===== src/rtl/regfile_write_arbiter_if.sv =====
// Writeback bus between the two requesters, the arbiter and the register file
// write port. The master side is the requester/register-file environment, the
// slave side is the arbiter.
interface regfile_write_arbiter_if #(
  parameter int WORD_SIZE = 16,
  parameter int ADDR_W    = 2
);
  logic                 req0_valid;
  logic [ADDR_W-1:0]    req0_addr;
  logic [WORD_SIZE-1:0] req0_data;
  logic                 req0_ready;

  logic                 req1_valid;
  logic [ADDR_W-1:0]    req1_addr;
  logic [WORD_SIZE-1:0] req1_data;
  logic                 req1_ready;

  logic                 rf_we;
  logic [ADDR_W-1:0]    rf_waddr;
  logic [WORD_SIZE-1:0] rf_wdata;

  modport master (
    output req0_valid, req0_addr, req0_data,
    input  req0_ready,
    output req1_valid, req1_addr, req1_data,
    input  req1_ready,
    input  rf_we, rf_waddr, rf_wdata
  );

  modport slave (
    input  req0_valid, req0_addr, req0_data,
    output req0_ready,
    input  req1_valid, req1_addr, req1_data,
    output req1_ready,
    output rf_we, rf_waddr, rf_wdata
  );
endinterface


===== src/rtl/regfile_write_arbiter.sv =====
// Round-robin arbiter sharing the register file write port between the ALU
// (req0) and load (req1) writeback paths. The winner is captured into a
// one-entry commit stage that drives the write port on the following cycle.
// reset_n is asynchronous and active-high (asserted when 1).
module regfile_write_arbiter #(
  parameter int WORD_SIZE = 16,
  parameter int NUM_REGS  = 4,
  parameter int ADDR_W    = 2,
  parameter int CNT_W     = 16
) (
  input  logic                 clk,
  input  logic                 reset_n,
  regfile_write_arbiter_if.slave bus,
  output logic [NUM_REGS-1:0]  busy_mask,
  output logic [CNT_W-1:0]     commit_cnt0,
  output logic [CNT_W-1:0]     commit_cnt1
);

  // Counter increment that sticks at all-ones instead of wrapping.
  function automatic logic [CNT_W-1:0] sat_inc(input logic [CNT_W-1:0] c);
    if (&c) return c;
    return c + CNT_W'(1);
  endfunction

  logic                 rr_q, rr_d;
  logic                 we_q, we_d;
  logic [ADDR_W-1:0]    waddr_q, waddr_d;
  logic [WORD_SIZE-1:0] wdata_q, wdata_d;
  logic                 src_q, src_d;
  logic [CNT_W-1:0]     cnt0_q, cnt0_d;
  logic [CNT_W-1:0]     cnt1_q, cnt1_d;
  logic                 gnt0, gnt1;

  // Grant: a lone requester always wins; on contention rr picks the winner.
  always_comb begin
    gnt0 = 1'b0;
    gnt1 = 1'b0;
    if (!reset_n) begin
      if (bus.req0_valid && bus.req1_valid) begin
        gnt0 = ~rr_q;
        gnt1 = rr_q;
      end else begin
        gnt0 = bus.req0_valid;
        gnt1 = bus.req1_valid;
      end
    end
  end

  // The commit stage drains every cycle, so ready is simply the grant.
  assign bus.req0_ready = gnt0;
  assign bus.req1_ready = gnt1;

  // Next state: capture the winner, hand priority to the loser, count commits.
  always_comb begin
    rr_d    = rr_q;
    we_d    = gnt0 | gnt1;
    waddr_d = waddr_q;
    wdata_d = wdata_q;
    src_d   = src_q;
    cnt0_d  = cnt0_q;
    cnt1_d  = cnt1_q;
    if (gnt1) begin
      waddr_d = bus.req1_addr;
      wdata_d = bus.req1_data;
      src_d   = 1'b1;
      rr_d    = 1'b0;
    end else if (gnt0) begin
      waddr_d = bus.req0_addr;
      wdata_d = bus.req0_data;
      src_d   = 1'b0;
      rr_d    = 1'b1;
    end
    if (we_q && !src_q) cnt0_d = sat_inc(cnt0_q);
    if (we_q &&  src_q) cnt1_d = sat_inc(cnt1_q);
  end

  // State registers; reset clears the staged write so it never commits.
  always_ff @(posedge clk or posedge reset_n) begin
    if (reset_n) begin
      rr_q    <= 1'b0;
      we_q    <= 1'b0;
      waddr_q <= '0;
      wdata_q <= '0;
      src_q   <= 1'b0;
      cnt0_q  <= '0;
      cnt1_q  <= '0;
    end else begin
      rr_q    <= rr_d;
      we_q    <= we_d;
      waddr_q <= waddr_d;
      wdata_q <= wdata_d;
      src_q   <= src_d;
      cnt0_q  <= cnt0_d;
      cnt1_q  <= cnt1_d;
    end
  end

  // Busy mask: one-hot of the in-flight destination, empty when idle.
  always_comb begin
    busy_mask = '0;
    if (we_q) busy_mask[waddr_q] = 1'b1;
  end

  assign bus.rf_we    = we_q;
  assign bus.rf_waddr = waddr_q;
  assign bus.rf_wdata = wdata_q;
  assign commit_cnt0  = cnt0_q;
  assign commit_cnt1  = cnt1_q;

endmodule


===== src/flat_wrapper.sv =====
// flat-port wrapper written by rule: the top's interface ports become plain ports
module regfile_write_arbiter_flat 
#(
  parameter int WORD_SIZE = 16,
  parameter int NUM_REGS  = 4,
  parameter int ADDR_W    = 2,
  parameter int CNT_W     = 16
)
  (clk, reset_n, busy_mask, commit_cnt0, commit_cnt1, bus_req0_valid, bus_req0_addr, bus_req0_data, bus_req0_ready, bus_req1_valid, bus_req1_addr, bus_req1_data, bus_req1_ready, bus_rf_we, bus_rf_waddr, bus_rf_wdata);
  regfile_write_arbiter_if #(.WORD_SIZE(WORD_SIZE), .ADDR_W(ADDR_W)) bus_i ();
  input  logic clk;
  input  logic reset_n;
  output logic [NUM_REGS-1:0] busy_mask;
  output logic [CNT_W-1:0] commit_cnt0;
  output logic [CNT_W-1:0] commit_cnt1;
  input wire logic [$bits(bus_i.req0_valid)-1:0] bus_req0_valid;
  input wire logic [$bits(bus_i.req0_addr)-1:0] bus_req0_addr;
  input wire logic [$bits(bus_i.req0_data)-1:0] bus_req0_data;
  output wire logic [$bits(bus_i.req0_ready)-1:0] bus_req0_ready;
  input wire logic [$bits(bus_i.req1_valid)-1:0] bus_req1_valid;
  input wire logic [$bits(bus_i.req1_addr)-1:0] bus_req1_addr;
  input wire logic [$bits(bus_i.req1_data)-1:0] bus_req1_data;
  output wire logic [$bits(bus_i.req1_ready)-1:0] bus_req1_ready;
  output wire logic [$bits(bus_i.rf_we)-1:0] bus_rf_we;
  output wire logic [$bits(bus_i.rf_waddr)-1:0] bus_rf_waddr;
  output wire logic [$bits(bus_i.rf_wdata)-1:0] bus_rf_wdata;
  assign bus_i.req0_valid = bus_req0_valid;
  assign bus_i.req0_addr = bus_req0_addr;
  assign bus_i.req0_data = bus_req0_data;
  assign bus_req0_ready = bus_i.req0_ready;
  assign bus_i.req1_valid = bus_req1_valid;
  assign bus_i.req1_addr = bus_req1_addr;
  assign bus_i.req1_data = bus_req1_data;
  assign bus_req1_ready = bus_i.req1_ready;
  assign bus_rf_we = bus_i.rf_we;
  assign bus_rf_waddr = bus_i.rf_waddr;
  assign bus_rf_wdata = bus_i.rf_wdata;
  regfile_write_arbiter #(.WORD_SIZE(WORD_SIZE), .NUM_REGS(NUM_REGS), .ADDR_W(ADDR_W), .CNT_W(CNT_W)) u_core (.clk(clk), .reset_n(reset_n), .bus(bus_i), .busy_mask(busy_mask), .commit_cnt0(commit_cnt0), .commit_cnt1(commit_cnt1));
endmodule

===== config.mk =====
export PLATFORM = sky130hd
export DESIGN_NAME = regfile_write_arbiter_flat
export DESIGN_NICKNAME = d
export VERILOG_FILES = /design/src/rtl/regfile_write_arbiter_if.sv /design/src/rtl/regfile_write_arbiter.sv /design/src/flat_wrapper.sv
export SDC_FILE = /design/constraint.sdc
export NUM_CORES = 1
export LEC_CHECK = 0
export ABC_AREA = 0
export BUFFER_PORTS_ARGS = -buffer_cell sky130_fd_sc_hd__buf_2
export CAP_MARGIN = 5
export CORE_UTILIZATION = 50
export DETAILED_ROUTE_END_ITERATION = 10
export GPL_ROUTABILITY_DRIVEN = 0
export PLACE_DENSITY = 0.79
export SLEW_MARGIN = 30
export SYNTH_ARGS = -nofsm -noshare
export SYNTH_HDL_FRONTEND = slang
export SYNTH_SLANG_ARGS = --single-unit

===== constraint.sdc =====
create_clock -name clk -period 3.65 [get_ports clk]
set_clock_uncertainty 0.1 [all_clocks]
set_input_delay 0.365 -clock clk [delete_from_list [all_inputs] [get_ports clk]]
set_output_delay 0.365 -clock clk [all_outputs]
set_load 0.02 [all_outputs]

## Word-level counts from Yosys, hierarchy flattened

Cells that the tools add are included.

| word-level totals | value |
|---|---|
| output and inout bits | 57 |
| word-level logic and storage cells | 46 |
| bits in registers | 53 |
| bits of input ports | 40 |

| operators by class | value |
|---|---|
| bitwise gates (word level) | 2 |
| reduce and logical (&&, ||, !) cells | 10 |
| magnitude comparators | 2 |
| mux-type cells | 21 |
| add/subtract/negate cells | 2 |
| equal/unequal tests | 2 |

Operators by type and width:

| cell | count |
|---|---|
| 2-to-1 mux 16 bit | 4 |
| adder 16 x 1 -> 16 bit, second input constant | 2 |
| AND reduction 16 bit | 2 |
| 2-to-1 mux 1 bit | 13 |
| logical AND 1 bit | 4 |
| 2-to-1 mux 2 bit | 2 |
| 2-to-1 mux 4 bit | 1 |
| inequality test 2 bit, second input constant | 2 |
| AND reduction 2 bit | 2 |
| < comparator 2 x 3 -> 1 bit, second input constant | 1 |
| demux 1 bit (select 2 bit) | 1 |
| greater-or-equal comparator 2 x 1 -> 1 bit, second input constant | 1 |
| nonzero test 2 bit | 1 |
| logical NOT 1 bit | 1 |
| inverter 1 bit | 1 |
| OR 1 bit | 1 |

## Longest topological paths before layout

Gate-level depths: netlist (run 1).

| logic depth | value |
|---|---|
| word-level depth | 5 |
| mapped depth | 6 |
| gate-level depth less buffers | 5 |

## Worst setup path after synthesis (run 1)

OpenSTA, ideal clock, no wires.

| timing path | value |
|---|---|
| path kind | in2out |
| from | in reset_n |
| to | out bus_req1_ready |
| setup slack | 996 ps |
| stages on the path | 4 |
| data required time | 3185 ps |
| arrival time | 2189 ps |
| path buffers | 1 |
| cell sequence | inv_1 -> o211ai_1 -> buf_2 -> inv_1 |

| between the ends | value |
|---|---|
| longest elaborated chain between the ends | 1 |

RTL lines:

| item | RTL line | RTL |
|---|---|---|
| from (decl) | flat_wrapper.sv:12 | `input logic reset_n;` |
| 2-to-1 mux 1 bit | regfile_write_arbiter.sv:38 | `if (!reset_n) begin` |
| to (decl) | flat_wrapper.sv:23 | `output wire logic [$bits(bus_i.req1_ready)-1:0] bus_req1_ready;` |

Every way passes these cells.

## Final worst setup path (run 1)

| timing path | value |
|---|---|
| from | reg u_core.cnt0_q[0] (netlist: u_core.commit_cnt0[0]) |
| to | reg u_core.cnt0_q[1] (netlist: u_core.commit_cnt0[1]) |

| between the ends | value |
|---|---|
| longest elaborated chain between the ends | 5 |
| elaborated cells between the ends (all ways) | 7 |
| those cells by class | add/sub (1); eq/ne (1); mux (3); reduce/logical (2) |

RTL lines:

| item | RTL line | RTL |
|---|---|---|
| from (decl) | regfile_write_arbiter.sv:30 | `logic [CNT_W-1:0] cnt0_q, cnt0_d;` |
| from (signal assigned) | regfile_write_arbiter.sv:93 | `cnt0_q <= cnt0_d;` |
| parallel branches: the longest is 5 deep, another holds adder 16 x 1 -> 16 bit | - |  |

Several ways; the timed one is not identified. The select of a mux whose other input is x is not followed.
A chain may end at the register's enable or synchronous reset.

==> results of run 1 <==
[layout make-up]
class                   count  area [um2]  share of cell area
clock buffers               6        72.6              0.0225
clock inverters             2        38.8              0.0120
inverters                   7        26.3             0.00815
multi-input cells         170        1160               0.360
flip-flops and latches     53        1330               0.411
well taps                  67        83.8              0.0260
repair buffers            101         518               0.161
[power groups by stage]
stage               sequential [mW]  combinational (mW)  clock [mW]
floorplan                     0.878               0.167           0
global placement              0.784               0.413           0
detailed placement            0.785               0.428           0
CTS                           0.776               0.430       0.404
global route                  0.793               0.464       0.420
finish                        0.778               0.424       0.394
[through the flow]
step	area (um2)	cells	utilization
3_3_place_gp	3110	398	0.649
3_5_place_dp	3110	398	0.651
2_1_floorplan	2530	238	-
6_report	3230	406	0.674
4_1_cts	3230	406	0.674
5_1_grt	3230	406	0.674
[synth_stat cells, drive strengths merged]
cell type / count / area [um2]
nor2: 6 / 22.5
a211oi: 1 / 7.51
mux2i: 18 / 180
o211ai: 1 / 7.51
mux2: 3 / 37.5
dfrtp: 53 / 1330
nand2: 33 / 124
o41ai: 1 / 27.5
nor3: 13 / 65.1
clkbuf: 5 / 18.8
nor3b: 4 / 30.0
a21oi: 1 / 5.00
xor2: 26 / 228
a31oi: 1 / 6.26
and3: 4 / 25.0
inv: 7 / 26.3
nand2b: 2 / 12.5
xnor2: 3 / 26.3
nand3: 4 / 20.0
o21ai: 19 / 95.1
or3: 1 / 6.26
and4b: 1 / 10.0
nand4: 11 / 83.8
nor4b: 3 / 26.3
and2: 1 / 6.26
buf: 3 / 15.0
nor4: 10 / 62.6
ha: 2 / 25.0
and3b: 1 / 8.76
[metal layers]
| metal | up-vias | part of all wire | global-route usage | wire length, um |
|---|---|---|---|---|
| met1 | 953 | 0.49 | 0.285 | 2550 |
| li1 | 1042 | - | - | - |
| met4 | 0 | 0.0077 | 0.0719 | 40 |
| met5 | - | 0 | 0 | 0 |
| met2 | 79 | 0.44 | 0.325 | 2290 |
| met3 | 5 | 0.060 | 0.0483 | 309 |
[worst max-delay path by stage]
stage                          startpoint                     to  slack (ns)  cells past startpoint
finish              u_core.commit_cnt0[0]  u_core.commit_cnt0[1]        1.59                      6
global placement    u_core.commit_cnt1[0]  u_core.commit_cnt1[1]        1.68                      4
floorplan                         reset_n         bus_req1_ready         1.0                      4
detailed placement  u_core.commit_cnt1[0]  u_core.commit_cnt1[1]        1.61                      4
CTS                 u_core.commit_cnt0[0]  u_core.commit_cnt0[1]        1.58                      6
global route        u_core.commit_cnt0[0]  u_core.commit_cnt0[1]        1.45                      6
[logic make-up (layout without fill, tap and decap cells)]
kind of cell,after synthesis,after routing,synth area share
buf+inv,15,116,0.0237
flops,53,53,0.523
fa+ha+maj,2,2,0.00987
mux,21,21,0.0859
compound gates,24,24,0.0587
simple gates,94,94,0.198
xor+xnor,29,29,0.100
[sequential cells by signal, indices dropped and copies added, names as in the netlist]
register	flops
u_core.src_q	1
u_core.bus.rf_we	1
u_core.commit_cnt1	16
u_core.rr_q	1
u_core.bus.rf_waddr	2
u_core.bus.rf_wdata	16
u_core.commit_cnt0	16
[worst register-to-register path, delay by kind of cell, from the launching register on]
kind,cells,cell delay [ns]
buffers and inverters,1,0.22
muxes,1,0.29
adders and majority gates,1,0.20
DFF,1,0.41
and+or+nand+nor,3,0.74
==> summary.md, run 1 <==
| Metric | Value |
|---|---|
| Max incr delay on CP | `0.45 ns` |
| Final Slew Violations | `0` |
| Hold WS | `0.209 ns` |
| Register area share after synthesis | `0.523` |
| Vias in the first global route | `1882` |
| Core Rows | `25` |
| DRC errors left | `0` |
| Vias | `2079` |
| Syn Area/Cell | `10.7 um2` |
| Worst-skew pair later-pin latency | `0.30 ns` |
| Period utilization | `0.564` |
| Worst Path Required | `3.75 ns` |
| Yosys cell types | `31` |
| Gate count after technology mapping | `238` |
| Register share of total power | `0.487` |
| Worst r2r src | `u_core.commit_cnt0[0]` |
| Share of power burned in combinational logic | `0.266` |
| Place WS | `1.61 ns` |
| Worst-path clk slew | `0.10 ns` |
| FF+latch count, synth | `53` |
| Clock power frac | `0.247` |
| Hold Buf Count CTS | `0` |
| Die Footprint | `5360 um2` |
| Detailed Place HPWL | `3830 um` |
| H-tree levels | `2` |
| Most frequent cells in the layout | `buf_2 (96), dfrtp_1 (53), nand2_1 (33)` |
| Post-CTS sizing | `0` |
| Ports | `97` |
| Routed Antenna Nets | `0` |
| Unrepaired setup endpoints after global routing | `false` |
| Antenna Diode Count | `0` |
| Worst reg2reg path endpoint | `u_core.commit_cnt0[1]` |
| Crit-path leading delay family | `simple AND/OR/NAND/NOR gates` |
| Fin nets | `380` |
| Die height | `73.2 um` |
| Minimum clock period | `2.06 ns` |
| Power Total | `1.60 mW` |
| Slowest CP cell | `nor4b_1` |
| Normalized max-slew margin | `0.489` |
| Crit end category | `flop` |
| Synth Net Count | `280` |
| Max Freq | `485 MHz` |
| Final Hold Viols | `0` |
| Critical path arrival | `2.16 ns` |
| First-pass GRT wire length | `8500 um` |
| CTS Buf Count | `5` |
| Net Sw Power | `0.548 mW` |
| Worst Setup Slack, final | `1.59 ns` |
| Total track usage | `0.208` |
| Initial antenna violation count | `0` |
| Die width | `73.2 um` |
| Root Driver | `clkbuf_8` |
| CP startpoint kind | `flop` |
| Max-cap violations | `0` |
| Sw Ratio | `0.343` |
| Crit path cell chain | `ha_1, nand4_1, nor4b_1, buf_4, nor2_1, mux2_2` |
| Setup TNS | `0 ns` |
| DR vias/cell | `5.12` |
| Total grt overflow | `0` |
| Fillers | `392` |
| Core ar. | `4790 um2` |
| Peak fanout along the critical path | `6` |
| Post-CTS repair timing setup buffer count | `0` |
| Commonest non-fill, non-tap cell in the layout | `buf_2` |
| Reg2reg path depth | `6` |
| Final wirelength | `5190 um` |
| Detailed-router iteration count before antenna repair | `4` |
| CTS max path bufs | `2` |
| Status | `complete, no violations` |
| Final setup violation count | `0` |
| Leakage | `1.82 nW` |
| Layout cells sized above 1 | `0.339` |
| Drt wl/cell | `12.8 um` |
| Worst Hold Class | `in2async` |
| Mapped Area | `2530 um2` |
| Maximum number of pins on one net before global-route repair | `56` |
| P&R area growth vs syn | `27.2%` |
| # clock sinks | `53` |
| Number of port buffers | `96` |
| Critical Setup Path Class | `reg2reg` |
| WP buf/inv | `1` |
| Worst Tran Pin Value | `0.764 ns` |
| Starting density of the core | `0.530` |
| Internal power | `1.05 mW` |
| Ys Warns | `0` |
| Initial detailed-routing violation count | `91` |
| CTS tree | `done` |
| Reg2reg setup slack | `1.59 ns` |
| Cell Pwr Density | `495 nW/um2` |
| Max VDD drop | `0.235 mV` |
Note: power is estimated with default switching activity, not from simulation.
==> run 2: changes to the inputs <==
--- a/config.mk
+++ b/config.mk
@@ -8,10 +8,10 @@
 export ABC_AREA = 0
 export BUFFER_PORTS_ARGS = -buffer_cell sky130_fd_sc_hd__buf_2
 export CAP_MARGIN = 5
-export CORE_UTILIZATION = 50
+export CORE_UTILIZATION = 49
 export DETAILED_ROUTE_END_ITERATION = 10
 export GPL_ROUTABILITY_DRIVEN = 0
-export PLACE_DENSITY = 0.79
+export PLACE_DENSITY = 0.78
 export SLEW_MARGIN = 30
 export SYNTH_ARGS = -nofsm -noshare
 export SYNTH_HDL_FRONTEND = slang
==> constraint.sdc (replaced) <==
create_clock -name clk -period 2 [get_ports clk]
set_clock_uncertainty 0.1 [all_clocks]
set_input_delay 0.2 -clock clk [delete_from_list [all_inputs] [get_ports clk]]
set_output_delay 0.2 -clock clk [all_outputs]
set_load 0.02 [all_outputs]
==> run 2 against run 1 <==
Effect of this change:
- clock power up 85%
- utilization increased by 0.52 points
- via count grew 1.6%
- sequential power up 80%
- power is 85% higher
- setup slack lost 1.5 ns
- clock-buffer cell count unchanged
- critical endpoint is now bus_req1_ready
- largest cell class unchanged
==> summary.md, run 2 (synthesized netlist as in run 1, its figures left out) <==
| Metric | Value |
|---|---|
| Fin nets | `386 (+1.6%)` |
| Critical path arrival | `1.58 ns (-0.58 ns)` |
| Routed Antenna Nets | `0 (unchanged)` |
| Place WS | `0.124 ns (-1.48 ns)` |
| Max Freq | `533 MHz` |
| Peak fanout along the critical path | `10 (+4)` |
| Die width | `73.9 um (+0.99%)` |
| Post-Layout Inst Area | `3290 um2 (+2.1%)` |
| Post-CTS repair timing setup buffer count | `0 (unchanged)` |
| Minimum clock period | `1.88 ns` |
| First-pass GRT wire length | `8840 um (+4.0%)` |
| Normalized max-slew margin | `0.499 (+0.0106)` |
| Final Slew Violations | `0 (unchanged)` |
| DRC errors left | `0 (unchanged)` |
| Leakage | `1.84 nW (+1.2%)` |
| Core ar. | `4850 um2 (+1.3%)` |
| Detailed Place HPWL | `3980 um (+4.2%)` |
| Core Rows | `25 (unchanged)` |
| Fillers | `368 (-6.1%)` |
| Detailed-router iteration count before antenna repair | `4 (unchanged)` |
| Max-cap violations | `0 (unchanged)` |
| Drt wl/cell | `12.9 um (+0.86%)` |
| Number of port buffers | `96 (unchanged)` |
| Period utilization | `0.938` |
| CTS tree | `done` |
| Initial antenna violation count | `0 (unchanged)` |
| Total grt overflow | `0 (unchanged)` |
| Register share of total power | `0.476 (-0.011)` |
| Hold depth | `2` |
| Final setup violation count | `0 (unchanged)` |
| Total track usage | `0.217 (+0.00860)` |
| Worst-path clk slew | `0.10 ns (about the same)` |
| Crit end category | `output port` |
| Unrepaired setup endpoints after global routing | `false` |
| Internal power | `1.94 mW (+85%)` |
| Reg2reg setup slack | `0.17 ns (-1.42 ns)` |
| Max VDD drop | `0.395 mV (+68%)` |
| Setup TNS | `0 ns (unchanged)` |
| Net Sw Power | `1.01 mW (+85%)` |
| Commonest non-fill, non-tap cell in the layout | `buf_2` |
| CTS max path bufs | `2 (unchanged)` |
| Root Driver | `clkbuf_8` |
| Worst Hold Class | `in2reg` |
| Maximum number of pins on one net before global-route repair | `39 (-30%)` |
| Clock power frac | `0.248 (about the same)` |
| Die height | `73.9 um (+0.99%)` |
| # clock sinks | `53 (unchanged)` |
| Layout cells sized above 1 | `0.357 (+0.0173)` |
| Sw Ratio | `0.343 (about the same)` |
| Initial detailed-routing violation count | `114 (+25%)` |
| Die Footprint | `5460 um2 (+2.0%)` |
| Starting density of the core | `0.523 (-0.00683)` |
| Worst-skew pair later-pin latency | `0.31 ns (about the same)` |
| Worst reg2reg path endpoint | `u_core.commit_cnt1[14]` |
| Ports | `97 (unchanged)` |
| Worst Path Required | `1.70 ns (-2.05 ns)` |
| Share of power burned in combinational logic | `0.276 (+0.010)` |
| Cell Pwr Density | `895 nW/um2 (+81%)` |
| Hold path start | `bus_req1_valid` |
| Critical Setup Path Class | `in2out` |
| Worst Tran Pin Value | `0.748 ns (-0.0158 ns)` |
| DP Area | `3160 um2 (+1.3%)` |
| Vias | `2113 (+1.6%)` |
| CTS Buf Count | `5 (unchanged)` |
| Power Total | `2.95 mW (+85%)` |
| Final Hold Viols | `0 (unchanged)` |
| Vias in the first global route | `1881 (-0.053%)` |
| Post-Route Utilization | `0.679 (+0.00524)` |
| P&R area growth vs syn | `29.9%` |
| Reg2reg path depth | `6 (unchanged)` |
| DR vias/cell | `5.13 (+0.16%)` |
| CP startpoint kind | `input port` |
| Worst Setup Slack, final | `0.123 ns (-1.47 ns)` |
| Antenna Diode Count | `0 (unchanged)` |
| Most frequent cells in the layout | `buf_2 (96), dfrtp_1 (53), nand2_1 (33)` |
| H-tree levels | `2 (unchanged)` |
| Hold Path End | `u_core.rr_q` |
| Worst r2r src | `u_core.commit_cnt1[0]` |
| Status | `complete, no violations` |
| Final wirelength | `5310 um (+2.4%)` |
==> run 2: how the worst max path moves through the flow <==
stage                               start                endpoint  slack (ns)  depth (start not counted)
finish                            reset_n          bus_req1_ready        0.12                          7
global route        u_core.commit_cnt0[0]  u_core.commit_cnt0[15]        0.03                          6
CTS                 u_core.commit_cnt1[0]  u_core.commit_cnt1[14]        0.10                          6
detailed placement  u_core.commit_cnt1[0]  u_core.commit_cnt1[14]        0.12                          6
global placement    u_core.commit_cnt1[0]  u_core.commit_cnt1[14]        0.19                          6
floorplan                         reset_n  u_core.bus.rf_waddr[1]       -0.02                          5
==> run 2: cell type report <==
type | instances | area [um2] | area share
clock buffer | 6 | 72.6 | 0.0220
timing repair buffer | 107 | 566 | 0.172
clock inverter | 2 | 38.8 | 0.0118
multi-input combinational | 170 | 1180 | 0.357
sequential | 53 | 1330 | 0.403
inverter | 7 | 30.0 | 0.00912
tap | 67 | 83.8 | 0.0255
==> run 2: per-stage QoR <==
stage	std cells	hold slack (ns)
2_1_floorplan	238	0.182
3_3_place_gp	403	0.191
3_5_place_dp	403	0.230
4_1_cts	412	0.0428
5_1_grt	412	0.0722
6_report	412	0.0519
==> run 2: what timing repair did <==
| action | in CTS | in global routing |
|---|---|---|
| setup endpoints to repair | 0 | 7 |
| gates resized for setup | 0 | 3 |
| hold buffers | 1 | 0 |
| endpoints found under the hold margin | 16 | 0 |
==> run 2: power groups by stage <==
| stage | sequential, mW | clock [mW] | combinational [mW] |
|---|---|---|---|
| CTS | 1.40 | 0.744 | 0.826 |
| finish | 1.40 | 0.730 | 0.815 |
| floorplan | 1.60 | 0 | 0.308 |
| detailed placement | 1.42 | 0 | 0.825 |
| global placement | 1.41 | 0 | 0.799 |
| global route | 1.43 | 0.784 | 0.903 |
==> run 2: layer usage <==
metal	vias to the layer above	wire (um)	track usage
met4	0	65	0.0705
met2	76	2420	0.338
met3	5	300	0.0604
met5	-	0	0
met1	978	2520	0.292
li1	1054	-	-
==> run 2: worst max-delay path: stages <==
cell	delay, ns
dlygate4sd3_1	0.52
buf_2	0.13
clkinvlp_4	0.13
o211ai_1	0.14
buf_4	0.25
inv_1	0.05
buf_2	0.15
==> run 3: changes to the inputs <==
--- a/config.mk
+++ b/config.mk
@@ -6,12 +6,12 @@
 export NUM_CORES = 1
 export LEC_CHECK = 0
 export ABC_AREA = 0
-export BUFFER_PORTS_ARGS = -buffer_cell sky130_fd_sc_hd__buf_2
 export CAP_MARGIN = 5
-export CORE_UTILIZATION = 49
+export CORE_UTILIZATION = 50
 export DETAILED_ROUTE_END_ITERATION = 10
+export DONT_BUFFER_PORTS = 1
 export GPL_ROUTABILITY_DRIVEN = 0
-export PLACE_DENSITY = 0.78
+export PLACE_DENSITY = 0.63
 export SLEW_MARGIN = 30
 export SYNTH_ARGS = -nofsm -noshare
 export SYNTH_HDL_FRONTEND = slang
==> run 3 against run 2 <==
Effect of this change:
- cell count down 10%
- sequential share of layout area grew 0.22 points
- via count is 7.2% lower
- fmax up 2.0%
- critical endpoint is now u_core.rr_q
- critical path depth shrank 1
- combinational power fell by 0.5%
- sequential power hardly changed
- highest routed layer unchanged
- wire length grew 0.77%
==> summary.md, run 3 (synthesized netlist as in run 1, its figures left out) <==
| Metric | Value |
|---|---|
| DP Cell Count | `343 (-15%)` |
| Crit path cell chain | `dlygate4sd3_1, clkinvlp_4, buf_6, a21oi_1, a31oi_1, dlygate4sd3_1` |
| Layout cells sized above 1 | `0.211 (-0.146)` |
| Final wirelength | `5350 um (+0.77%)` |
| Max VDD drop | `0.525 mV (+33%)` |
| Core ar. | `4790 um2 (-1.3%)` |
| Critical Setup Path Class | `in2reg` |
| Total track usage | `0.223 (+0.00638)` |
| Status | `complete, no violations` |
| Slowest CP cell | `dlygate4sd3_1` |
| CTS max path bufs | `2 (unchanged)` |
| Maximum number of pins on one net before global-route repair | `37 (-5.1%)` |
| DR vias/cell | `5.29 (+3.1%)` |
| Max Freq | `543 MHz (+2.0%)` |
| Multi-input gate area | `1170 um2 (-0.64%)` |
| Post-CTS repair timing setup buffer count | `0 (unchanged)` |
| Power Total | `2.88 mW (-2.3%)` |
| Fillers | `392 (+6.5%)` |
| P&R area growth vs syn | `29.2%` |
| Net Sw Power | `0.981 mW (-2.9%)` |
| CTS tree | `done` |
| Unrepaired setup endpoints after global routing | `false` |
| Total grt overflow | `0 (unchanged)` |
| Initial detailed-routing violation count | `116 (+1.8%)` |
| Clock power frac | `0.229 (-0.019)` |
| Critical path arrival | `1.99 ns (+0.41 ns)` |
| Period utilization | `0.920 (-0.0181)` |
| M2 GR Usage | `0.379 (+0.0402)` |
| Vias | `1961 (-7.2%)` |
| Core Rows | `25 (unchanged)` |
| Worst Path Required | `2.15 ns (+0.45 ns)` |
| Fin nets | `345 (-11%)` |
| Minimum clock period | `1.84 ns (-0.0362 ns)` |
| CTS Buf Count | `5 (unchanged)` |
| Met3 Track Usage GR | `0.0746 (+0.0142)` |
| Ports | `97 (unchanged)` |
| Register share of total power | `0.489 (+0.013)` |
| First-pass GRT wire length | `8930 um (+1.0%)` |
| Root Driver | `clkbuf_8` |
| Gr busiest metal | `met2` |
| Starting density of the core | `0.530 (+0.00683)` |
| Worst-path clk slew | `0.09 ns (about the same)` |
| Worst Tran Pin Value | `0.488 ns (-0.260 ns)` |
| Die width | `73.2 um (-0.98%)` |
| Cell Pwr Density | `879 nW/um2 (-1.8%)` |
| Most used cell, CP | `dlygate4sd3_1` |
| Routed Antenna Nets | `0 (unchanged)` |
| Reg area | `1330 um2 (unchanged)` |
| Sw Ratio | `0.341 (-0.00193)` |
| Most frequent cells in the layout | `dfrtp_1 (53), buf_4 (44), nand2_1 (33)` |
| Worst Hold Class | `in2reg` |
| CP Capture Point | `u_core.rr_q` |
| Internal power | `1.90 mW (-2.0%)` |
| Reg2reg path depth | `4 (-2)` |
| Number of port buffers | `0 (-100%)` |
| Reg2reg setup slack | `0.19 ns (+0.02 ns)` |
| Drt wl/cell | `14.4 um (+12%)` |
| Die Footprint | `5360 um2 (-2.0%)` |
| Final Slew Violations | `0 (unchanged)` |
| Final Hold Viols | `0 (unchanged)` |
| Worst reg2reg path endpoint | `u_core.commit_cnt1[1]` |
| Worst r2r src | `u_core.commit_cnt1[15]` |
| H-tree levels | `2 (unchanged)` |
| Crit end category | `flop` |
| Die height | `73.2 um (-0.98%)` |
| Commonest non-fill, non-tap cell in the layout | `dfrtp_1` |
| Max-cap violations | `0 (unchanged)` |
| Vias in the first global route | `1960 (+4.2%)` |
| Normalized max-slew margin | `0.672 (+0.172)` |
| Detailed-router iteration count before antenna repair | `4 (unchanged)` |
| Leakage | `1.69 nW (-8.6%)` |
| Worst-skew pair later-pin latency | `0.30 ns (about the same)` |
| Final cell count without fillers | `371 (-10%)` |
| Peak fanout along the critical path | `34 (+24)` |
| Detailed Place HPWL | `3910 um (-1.8%)` |
| DRC errors left | `0 (unchanged)` |
| Met1 Use GR | `0.261 (-0.0315)` |
| CP startpoint kind | `input port` |
| Final setup violation count | `0 (unchanged)` |
| # clock sinks | `53 (unchanged)` |
| Max incr delay on CP | `0.57 ns (+0.05 ns)` |
| Share of power burned in combinational logic | `0.282 (+0.006)` |
| Antenna Diode Count | `0 (unchanged)` |
| Worst Setup SP | `reset_n` |
| Initial antenna violation count | `0 (unchanged)` |
## run 3: changes by cell type in the layout (fill, tap and decap cells not counted), moves of 2 or more
cell           change
buf_4             +34
clkbuf_8           +2
dlygate4sd3_1     +19
buf_2             -96
## run 3: worst min-delay path by stage
stage | from | endpoint | slack, ns | cells past startpoint
after floorplan | reset_n | u_core.bus.rf_waddr[0] | 0.18 | 1
after global placement | reset_n | u_core.bus.rf_waddr[0] | 0.08 | 2
after detailed placement | reset_n | u_core.bus.rf_wdata[7] | 0.09 | 2
after CTS | bus_req0_data[5] | u_core.bus.rf_wdata[5] | 0.0008 | 2
after global routing | bus_req0_data[8] | u_core.bus.rf_wdata[8] | 0.002 | 2
final | bus_req0_data[9] | u_core.bus.rf_wdata[9] | 0.004 | 2
## run 3: metal layers
layer  vias up  wire (um)
li1        964          -
met1       917       2340
met2        74       2550
met3         6        387
met4         0         78
met5         -          0
## run 3: critical path, delay by kind of cell
kind | cells | cell delay, ns
AOI/OAI and AO/OA | 2 | 0.25
buffers and inverters | 4 | 1.53
## run 3: layout make-up
type                            instances  share of cell area
Clock buffer                            7              0.0294
Sequential cell                        53               0.405
Inverter                                7             0.00917
Clock inverter                          1             0.00267
Tap cell                               67              0.0256
Multi-Input combinational cell        170               0.357
Timing Repair Buffer                   66               0.172
## run 3: what timing repair did
action | in CTS | in global routing
endpoints found under the hold margin | 65 | 1
resized for setup | 0 | 4
setup endpoints to repair | 0 | 3
hold buffers | 19 | 1
## run 3: power groups by stage
| stage | combinational [mW] | sequential [mW] | clock [mW] |
|---|---|---|---|
| floorplan | 0.308 | 1.60 | 0 |
| global placement | 0.768 | 1.42 | 0 |
| detailed placement | 0.778 | 1.43 | 0 |
| CTS | 0.815 | 1.41 | 0.679 |
| global route | 0.894 | 1.43 | 0.717 |
| finish | 0.811 | 1.41 | 0.661 |
## run 3: through the flow
| step | setup TNS, ns | hold WS [ns] | util | worst slack [ns] | area [um2] |
|---|---|---|---|---|---|
| 2_1_floorplan | -0.182 | 0.182 | - | -0.0155 | 2550 |
| 3_3_place_gp | 0 | 0.0836 | 0.616 | 0.198 | 2950 |
| 3_5_place_dp | 0 | 0.0877 | 0.616 | 0.143 | 2950 |
| 4_1_cts | 0 | 0.000845 | 0.678 | 0.0353 | 3250 |
| 5_1_grt | 0 | 0.00164 | 0.684 | 0.0463 | 3280 |
| 6_report | 0 | 0.00450 | 0.684 | 0.160 | 3280 |
